**src/rtl/i2c_slave_regs.sv**
```systemverilog
// I2C slave front end for the ADC register bank.
// Oversamples SCL/SDA on clk, decodes START/STOP, matches DEV_ADDR and
// serves pointer/write/read byte transactions onto a synchronous register
// port. SDA is only ever pulled low (sda_oe = 1) or released.
module i2c_slave_regs #(
  parameter logic [6:0] DEV_ADDR = 7'h48,
  parameter int         NUM_REGS = 16
) (
  input  logic       clk,
  input  logic       reset,
  input  logic       scl_in,
  input  logic       sda_in,
  output logic       sda_oe,
  output logic       reg_wr_en,
  output logic [7:0] reg_addr,
  output logic [7:0] reg_wdata,
  input  logic [7:0] reg_rdata,
  output logic       busy
);

  typedef enum logic [3:0] {
    S_IDLE, S_ADDR, S_ADDR_ACK, S_PTR, S_PTR_ACK,
    S_WDATA, S_WDATA_ACK, S_RDATA, S_RDATA_ACK
  } state_t;

  localparam logic [7:0] PTR_MASK   = 8'(NUM_REGS - 1);
  localparam logic [8:0] NUM_REGS_W = 9'(NUM_REGS);

  // Synchronizer and edge-history flops (idle bus is high)
  logic scl_meta_q, scl_sync_q, scl_hist_q;
  logic sda_meta_q, sda_sync_q, sda_hist_q;

  state_t     state_q, state_d;
  logic [3:0] bit_cnt_q, bit_cnt_d;
  logic [7:0] sh_q, sh_d;
  logic [7:0] ptr_q, ptr_d;
  logic [7:0] tx_q, tx_d;
  logic       sda_oe_q, sda_oe_d;
  logic       wr_en_q, wr_en_d;
  logic [7:0] wdata_q, wdata_d;
  logic       busy_q, busy_d;

  // Bus events derived from the synchronized lines
  logic       scl_rise_s, scl_fall_s, start_s, stop_s;
  logic [7:0] shift_in_s;
  logic [7:0] ptr_inc_s;
  logic       match_s, rw_s, ptr_ok_s;

  assign scl_rise_s = scl_sync_q & ~scl_hist_q;
  assign scl_fall_s = ~scl_sync_q & scl_hist_q;
  assign start_s    = scl_sync_q & sda_hist_q & ~sda_sync_q;
  assign stop_s     = scl_sync_q & ~sda_hist_q & sda_sync_q;
  assign shift_in_s = {sh_q[6:0], sda_sync_q};
  assign ptr_inc_s  = (ptr_q + 8'd1) & PTR_MASK;
  assign match_s    = (sh_q[7:1] == DEV_ADDR);
  assign rw_s       = sh_q[0];
  assign ptr_ok_s   = ({1'b0, sh_q} < NUM_REGS_W);

  assign sda_oe    = sda_oe_q;
  assign reg_wr_en = wr_en_q;
  assign reg_addr  = ptr_q;
  assign reg_wdata = wdata_q;
  assign busy      = busy_q;

  // State register plus all datapath and output registers
  always_ff @(posedge clk) begin
    if (reset) begin
      scl_meta_q <= 1'b1;
      scl_sync_q <= 1'b1;
      scl_hist_q <= 1'b1;
      sda_meta_q <= 1'b1;
      sda_sync_q <= 1'b1;
      sda_hist_q <= 1'b1;
      state_q    <= S_IDLE;
      bit_cnt_q  <= 4'd0;
      sh_q       <= 8'd0;
      ptr_q      <= 8'd0;
      tx_q       <= 8'd0;
      sda_oe_q   <= 1'b0;
      wr_en_q    <= 1'b0;
      wdata_q    <= 8'd0;
      busy_q     <= 1'b0;
    end else begin
      scl_meta_q <= scl_in;
      scl_sync_q <= scl_meta_q;
      scl_hist_q <= scl_sync_q;
      sda_meta_q <= sda_in;
      sda_sync_q <= sda_meta_q;
      sda_hist_q <= sda_sync_q;
      state_q    <= state_d;
      bit_cnt_q  <= bit_cnt_d;
      sh_q       <= sh_d;
      ptr_q      <= ptr_d;
      tx_q       <= tx_d;
      sda_oe_q   <= sda_oe_d;
      wr_en_q    <= wr_en_d;
      wdata_q    <= wdata_d;
      busy_q     <= busy_d;
    end
  end

  // Next-state logic: protocol sequencing, bit counting, shift and pointer
  always_comb begin
    state_d   = state_q;
    bit_cnt_d = bit_cnt_q;
    sh_d      = sh_q;
    tx_d      = tx_q;
    // The pointer advances the cycle after a write strobe
    if (wr_en_q) begin
      ptr_d = ptr_inc_s;
    end else begin
      ptr_d = ptr_q;
    end
    // START/STOP outrank any bit sampling in the same cycle
    if (start_s) begin
      state_d   = S_ADDR;
      bit_cnt_d = 4'd0;
      sh_d      = 8'd0;
    end else if (stop_s) begin
      state_d   = S_IDLE;
      bit_cnt_d = 4'd0;
    end else begin
      case (state_q)
        S_ADDR, S_PTR, S_WDATA: begin
          if (scl_rise_s && (bit_cnt_q < 4'd8)) begin
            sh_d      = shift_in_s;
            bit_cnt_d = bit_cnt_q + 4'd1;
          end else if (scl_fall_s && (bit_cnt_q == 4'd8)) begin
            bit_cnt_d = 4'd0;
            if (state_q == S_ADDR) begin
              state_d = match_s ? S_ADDR_ACK : S_IDLE;
            end else if (state_q == S_PTR) begin
              if (ptr_ok_s) begin
                state_d = S_PTR_ACK;
                ptr_d   = sh_q;
              end else begin
                state_d = S_IDLE;
              end
            end else begin
              state_d = S_WDATA_ACK;
            end
          end else begin
            state_d = state_q;
          end
        end
        S_ADDR_ACK: begin
          if (scl_fall_s) begin
            bit_cnt_d = 4'd0;
            if (rw_s) begin
              state_d = S_RDATA;
              tx_d    = reg_rdata;
            end else begin
              state_d = S_PTR;
            end
          end else begin
            state_d = state_q;
          end
        end
        S_PTR_ACK, S_WDATA_ACK: begin
          if (scl_fall_s) begin
            state_d   = S_WDATA;
            bit_cnt_d = 4'd0;
          end else begin
            state_d = state_q;
          end
        end
        S_RDATA: begin
          if (scl_rise_s && (bit_cnt_q < 4'd8)) begin
            bit_cnt_d = bit_cnt_q + 4'd1;
          end else if (scl_fall_s && (bit_cnt_q == 4'd8)) begin
            state_d   = S_RDATA_ACK;
            bit_cnt_d = 4'd0;
          end else begin
            state_d = state_q;
          end
        end
        S_RDATA_ACK: begin
          // bit_cnt = 1 marks a master ACK seen in this slot
          if (scl_rise_s) begin
            if (!sda_sync_q) begin
              ptr_d     = ptr_inc_s;
              bit_cnt_d = 4'd1;
            end else begin
              state_d = S_IDLE;
            end
          end else if (scl_fall_s && (bit_cnt_q == 4'd1)) begin
            state_d   = S_RDATA;
            bit_cnt_d = 4'd0;
            tx_d      = reg_rdata;
          end else begin
            state_d = state_q;
          end
        end
        default: begin
          state_d = S_IDLE;
        end
      endcase
    end
  end

  // Output logic: SDA pull-low enable, write strobe and busy flag
  always_comb begin
    sda_oe_d = sda_oe_q;
    wr_en_d  = 1'b0;
    wdata_d  = wdata_q;
    busy_d   = (state_d != S_IDLE);
    if (start_s || stop_s) begin
      sda_oe_d = 1'b0;
    end else begin
      case (state_q)
        S_ADDR: begin
          if (scl_fall_s && (bit_cnt_q == 4'd8)) begin
            sda_oe_d = match_s;
          end else begin
            sda_oe_d = sda_oe_q;
          end
        end
        S_PTR: begin
          if (scl_fall_s && (bit_cnt_q == 4'd8)) begin
            sda_oe_d = ptr_ok_s;
          end else begin
            sda_oe_d = sda_oe_q;
          end
        end
        S_WDATA: begin
          if (scl_rise_s && (bit_cnt_q == 4'd7)) begin
            wr_en_d = 1'b1;
            wdata_d = shift_in_s;
          end else if (scl_fall_s && (bit_cnt_q == 4'd8)) begin
            sda_oe_d = 1'b1;
          end else begin
            sda_oe_d = sda_oe_q;
          end
        end
        S_ADDR_ACK: begin
          if (scl_fall_s) begin
            sda_oe_d = rw_s & ~reg_rdata[7];
          end else begin
            sda_oe_d = sda_oe_q;
          end
        end
        S_PTR_ACK, S_WDATA_ACK: begin
          if (scl_fall_s) begin
            sda_oe_d = 1'b0;
          end else begin
            sda_oe_d = sda_oe_q;
          end
        end
        S_RDATA: begin
          if (scl_fall_s && (bit_cnt_q == 4'd8)) begin
            sda_oe_d = 1'b0;
          end else if (scl_fall_s && (bit_cnt_q != 4'd0)) begin
            sda_oe_d = ~tx_q[3'd7 - bit_cnt_q[2:0]];
          end else begin
            sda_oe_d = sda_oe_q;
          end
        end
        S_RDATA_ACK: begin
          if (scl_fall_s && (bit_cnt_q == 4'd1)) begin
            sda_oe_d = ~reg_rdata[7];
          end else begin
            sda_oe_d = sda_oe_q;
          end
        end
        default: begin
          sda_oe_d = 1'b0;
        end
      endcase
    end
  end

endmodule

```
**config.mk**
```make
export PLATFORM = sky130hd
export DESIGN_NAME = i2c_slave_regs
export DESIGN_NICKNAME = d
export VERILOG_FILES = /design/src/rtl/i2c_slave_regs.sv
export SDC_FILE = /design/constraint.sdc
export NUM_CORES = 1
export LEC_CHECK = 0
export ABC_AREA = 0
export CORE_MARGIN = 1
export CORE_UTILIZATION = 55
export DETAILED_ROUTE_END_ITERATION = 8
export DONT_BUFFER_PORTS = 1
export GPL_TIMING_DRIVEN = 0
export PLACE_DENSITY_LB_ADDON = 0.2
export SLEW_MARGIN = 20
export SYNTH_ARGS = -nofsm -noshare
export SYNTH_HDL_FRONTEND = slang
export SYNTH_SLANG_ARGS = --single-unit
```
**constraint.sdc**
```tcl
create_clock -name clk -period 1.9 [get_ports clk]
set_input_delay 0.19 -clock clk [delete_from_list [all_inputs] [get_ports clk]]
set_output_delay 0.19 -clock clk [all_outputs]
set_load 0.01 [all_outputs]
```
==> metrics.md <==
| Metric | Value |
|---|---|
| Most frequent cells in the layout | `45 x dfxtp_1, 35 x nor2_1, 26 x mux2i_1, 12 x buf_4, 9 x and2_1` |
| Worst setup EP type | `flop` |
| R2R cell count | `8` |
| Worst-path clk slew | `0.09 ns` |
| Vias in the first global route | `1625` |
| FMAX | `0.535 GHz` |
| Worst path required time | `2.11 ns` |
| Post-layout util | `67.2%` |
| Origin of the critical flop-to-flop path | `scl_sync_q` |
| Root Driver | `clkbuf_8` |
| # H-tree levels | `2` |
| Dominant synthesized flop cell | `dfxtp_1` |
| Port Buffers | `0` |
| IO Count | `31` |
| Top Family by Delay on Critical Path | `compound AO/OA/AOI/OAI gates` |
| Critical path data arrival time | `2.08 ns` |
| Worst hold start | `reg_rdata[7]` |
| Synth Instances | `244` |
| Synthesis Warnings | `0` |
| Initial DRC count | `91` |
| Synth Area in Adders | `2.15%` |
| Post-synthesis simple-gate area fraction | `22.9%` |
| Slowest-stage cell, CP | `dfxtp_1` |
| Routed vias | `1811` |
| Setup ws final | `0.0299 ns` |
| Final Power | `1.79 mW` |
| First-pass GRT wire length | `7550 um` |
| Setup WS pre-CTS | `-0.0972 ns` |
| Max_slew headroom | `63.3%` |
| Synthesized area | `0.00233 mm2` |
| P&R area growth vs syn | `16.2%` |
| Yosys top cell area share | `42.1%` |
| CP bufs+invs | `2` |
| Crit start category | `flop` |
| Final net count | `278` |
| Hold path cells | `2` |
| XOR/XNOR share of the synthesized area | `2.26%` |
| GP Congestion | `0.884` |
| Die Span X | `67.1 um` |
| Leading area contributor after synthesis | `dfxtp_1` |
| Power per cell area | `660 mW/mm2` |
| Hold WS | `0.0344 ns` |
| First-pass DRT Iterations | `4` |
| WS Path Type | `flop to flop` |
| Antenna Cells | `0` |
| Die H | `67.1 um` |
| Largest net degree at the start of global routing | `16` |
| Min-Delay Path Class | `input port to flop` |
| Tcrit/Tclk final | `98.4%` |
| Final Hold Fails | `0` |
| Final Setup Violations | `0` |
| CP Max Fanout | `9` |
| Largest stage delay, worst path | `0.31 ns` |
| Antenna-violating nets left | `0` |
| Reg2reg end | `bit_cnt_q[0]` |
| Skew final | `0.00422 ns` |
| Layout cell share with drive strength beyond 1 | `23.2%` |
| FFs w/ async S/R, synth | `0%` |
| Mean Syn Cell Area | `9.55 um2` |
| Fin Setup TNS | `0 ns` |
| Routed length per instance | `15.7 um` |
| Post-synth EDFFs | `0` |
| Synthesized flop and latch total | `49` |
| Worst VDD drop | `0.480 mV` |
| Register area share after synthesis | `42.1%` |
| CTS max path bufs | `2` |
| Largest family of logic cells by synthesized area | `simple AND/OR/NAND/NOR gates` |
| Complex-gate fraction of the synthesized area | `13.2%` |
| Maxcap violations | `0` |
| Commonest non-fill, non-tap cell in the layout | `dfxtp_1` |
| Post-DP HPWL | `3240 um` |
| Vias per cell | `5.79` |
| TritonCTS clock tree | `built` |
| Status | `finished, final reports clean` |
| Initial antenna violation count | `0` |
| Die area | `0.00450 mm2` |
| Hold-critical path endpoint | `tx_q[7]` |
| Reg2Reg Setup Slack | `0.03 ns` |
| Wirelength, routed | `4920 um` |
| Netlist cell types | `53` |
| Area contributors post-synth | `dfxtp_1 42%, mux2i_1 11%, nor2_1 5.8%` |
| Std-Cell Rows | `23` |
| Post-synthesis mux area share | `13.1%` |
| Max Slew Vio Count | `0` |
| Min Tclk post-route | `1.87 ns` |
| RSZ-0062 raised after global routing | `yes` |
| Num CTS Buffers | `5` |
| Clk_lat worst skew | `0.30 ns` |
| Syn Nets | `260` |
| Clk sinks | `49` |
| Leakage | `1.04 nW` |
| Grt total ovfl | `0` |
| Worst-path cell chain | `buf_2, and2b_2, nand2_2, o22ai_2, o32ai_2, buf_4, a211oi_2, a211oi_1` |
| Tightest Pin Transition | `0.550 ns` |
| Core ar. | `0.00403 mm2` |
| Initial core utilization | `57.8%` |
| GRT Overall Usage | `22.6%` |
| DR DRC count | `0` |
cell families after synthesis:
logic type,count (synthesis)
and+or+nand+nor,97
DFF,49
AOI/OAI and AO/OA,40
muxes,28
buffers and inverters,20
xor gates and xnor gates,6
adders and majority gates,4
per-stage QoR:
step / area, um2 / std cells
3_3_place_gp: 2390 / 294
5_1_grt: 2710 / 313
3_5_place_dp: 2390 / 294
2_1_floorplan: 2330 / 244
4_1_cts: 2560 / 307
6_report: 2710 / 313
worst max-delay path by stage:
stage,startpoint,endpoint,slack (ns),cells past startpoint
floorplan,state_q[1],tx_q[1],0.08,8
global placement,state_q[0],sh_q[2],-0.08,7
detailed placement,state_q[0],sh_q[6],-0.1,7
CTS,state_q[0],reg_wdata[0],0.0005,8
global route,scl_sync_q,bit_cnt_q[0],-0.04,8
finish,scl_sync_q,bit_cnt_q[0],0.03,8
registers in the layout (all words and copies together) (netlist names), 4 cells and up:
register	cells
reg_addr	8
state_q	4
bit_cnt_q	4
sh_q	8
reg_wdata	8
tx_q	8
what timing repair did:
| action | in CTS | in global routing |
|---|---|---|
| pin swaps | 4 | 4 |
| setup buffers | 5 | 9 |
| hold endpoints to repair | 2 | 0 |
| resized for setup | 8 | 20 |
| endpoints found under the setup margin | 20 | 41 |
| hold buffers | 2 | 0 |
metal layers:
metal  part of all wire (%)  global-route usage, %
met4                    1.2                   8.51
met1                     48                   31.3
met2                     46                   33.9
met3                    4.8                   4.97
met5                      0                      0
Yosys cell counts, types with 2 or more instances:
cell type	count
or3_1	2
buf_6	2
o22ai_1	5
xnor2_1	2
nand4_1	3
nand3_1	5
and2_1	9
o31ai_1	2
or4b_1	2
nor2_1	36
nor3_4	2
clkbuf_1	5
ha_1	4
nand2_1	8
nor3_1	5
nand3b_1	2
dfxtp_1	49
a311oi_1	4
o21ai_0	2
a22oi_1	4
a31oi_1	2
nand2b_1	5
buf_2	7
a211oi_1	2
a21oi_1	6
xor2_1	4
or2_2	7
mux2i_1	26
inv_1	6
mux4_2	2
and3_1	2
power by group:
part           leakage (nW)  internal, mW  switching (mW)
clock network        0.0549         0.336           0.346
registers             0.398          1.03         0.00361
logic                 0.585        0.0249          0.0452
total                  1.04          1.39           0.395
area by class of cell:
type                       count  area, um2
clock buffer                   7       96.3
sequential                    49        988
buffer                         9       65.1
tap                           50       62.6
clock inverter                 1       8.76
multi-input combinational    175       1310
inverter                       6       22.5
timing repair buffer          16        150
fill                         346       1320
worst register-to-register path, stage by stage (launching register included):
cell and delay (ns):
dfxtp_1 0.31, buf_2 0.20, and2b_2 0.30, nand2_2 0.15, o22ai_2 0.09, o32ai_2 0.30
buf_4 0.19, a211oi_2 0.04, a211oi_1 0.20
Note: power is estimated with default switching activity, not from simulation.
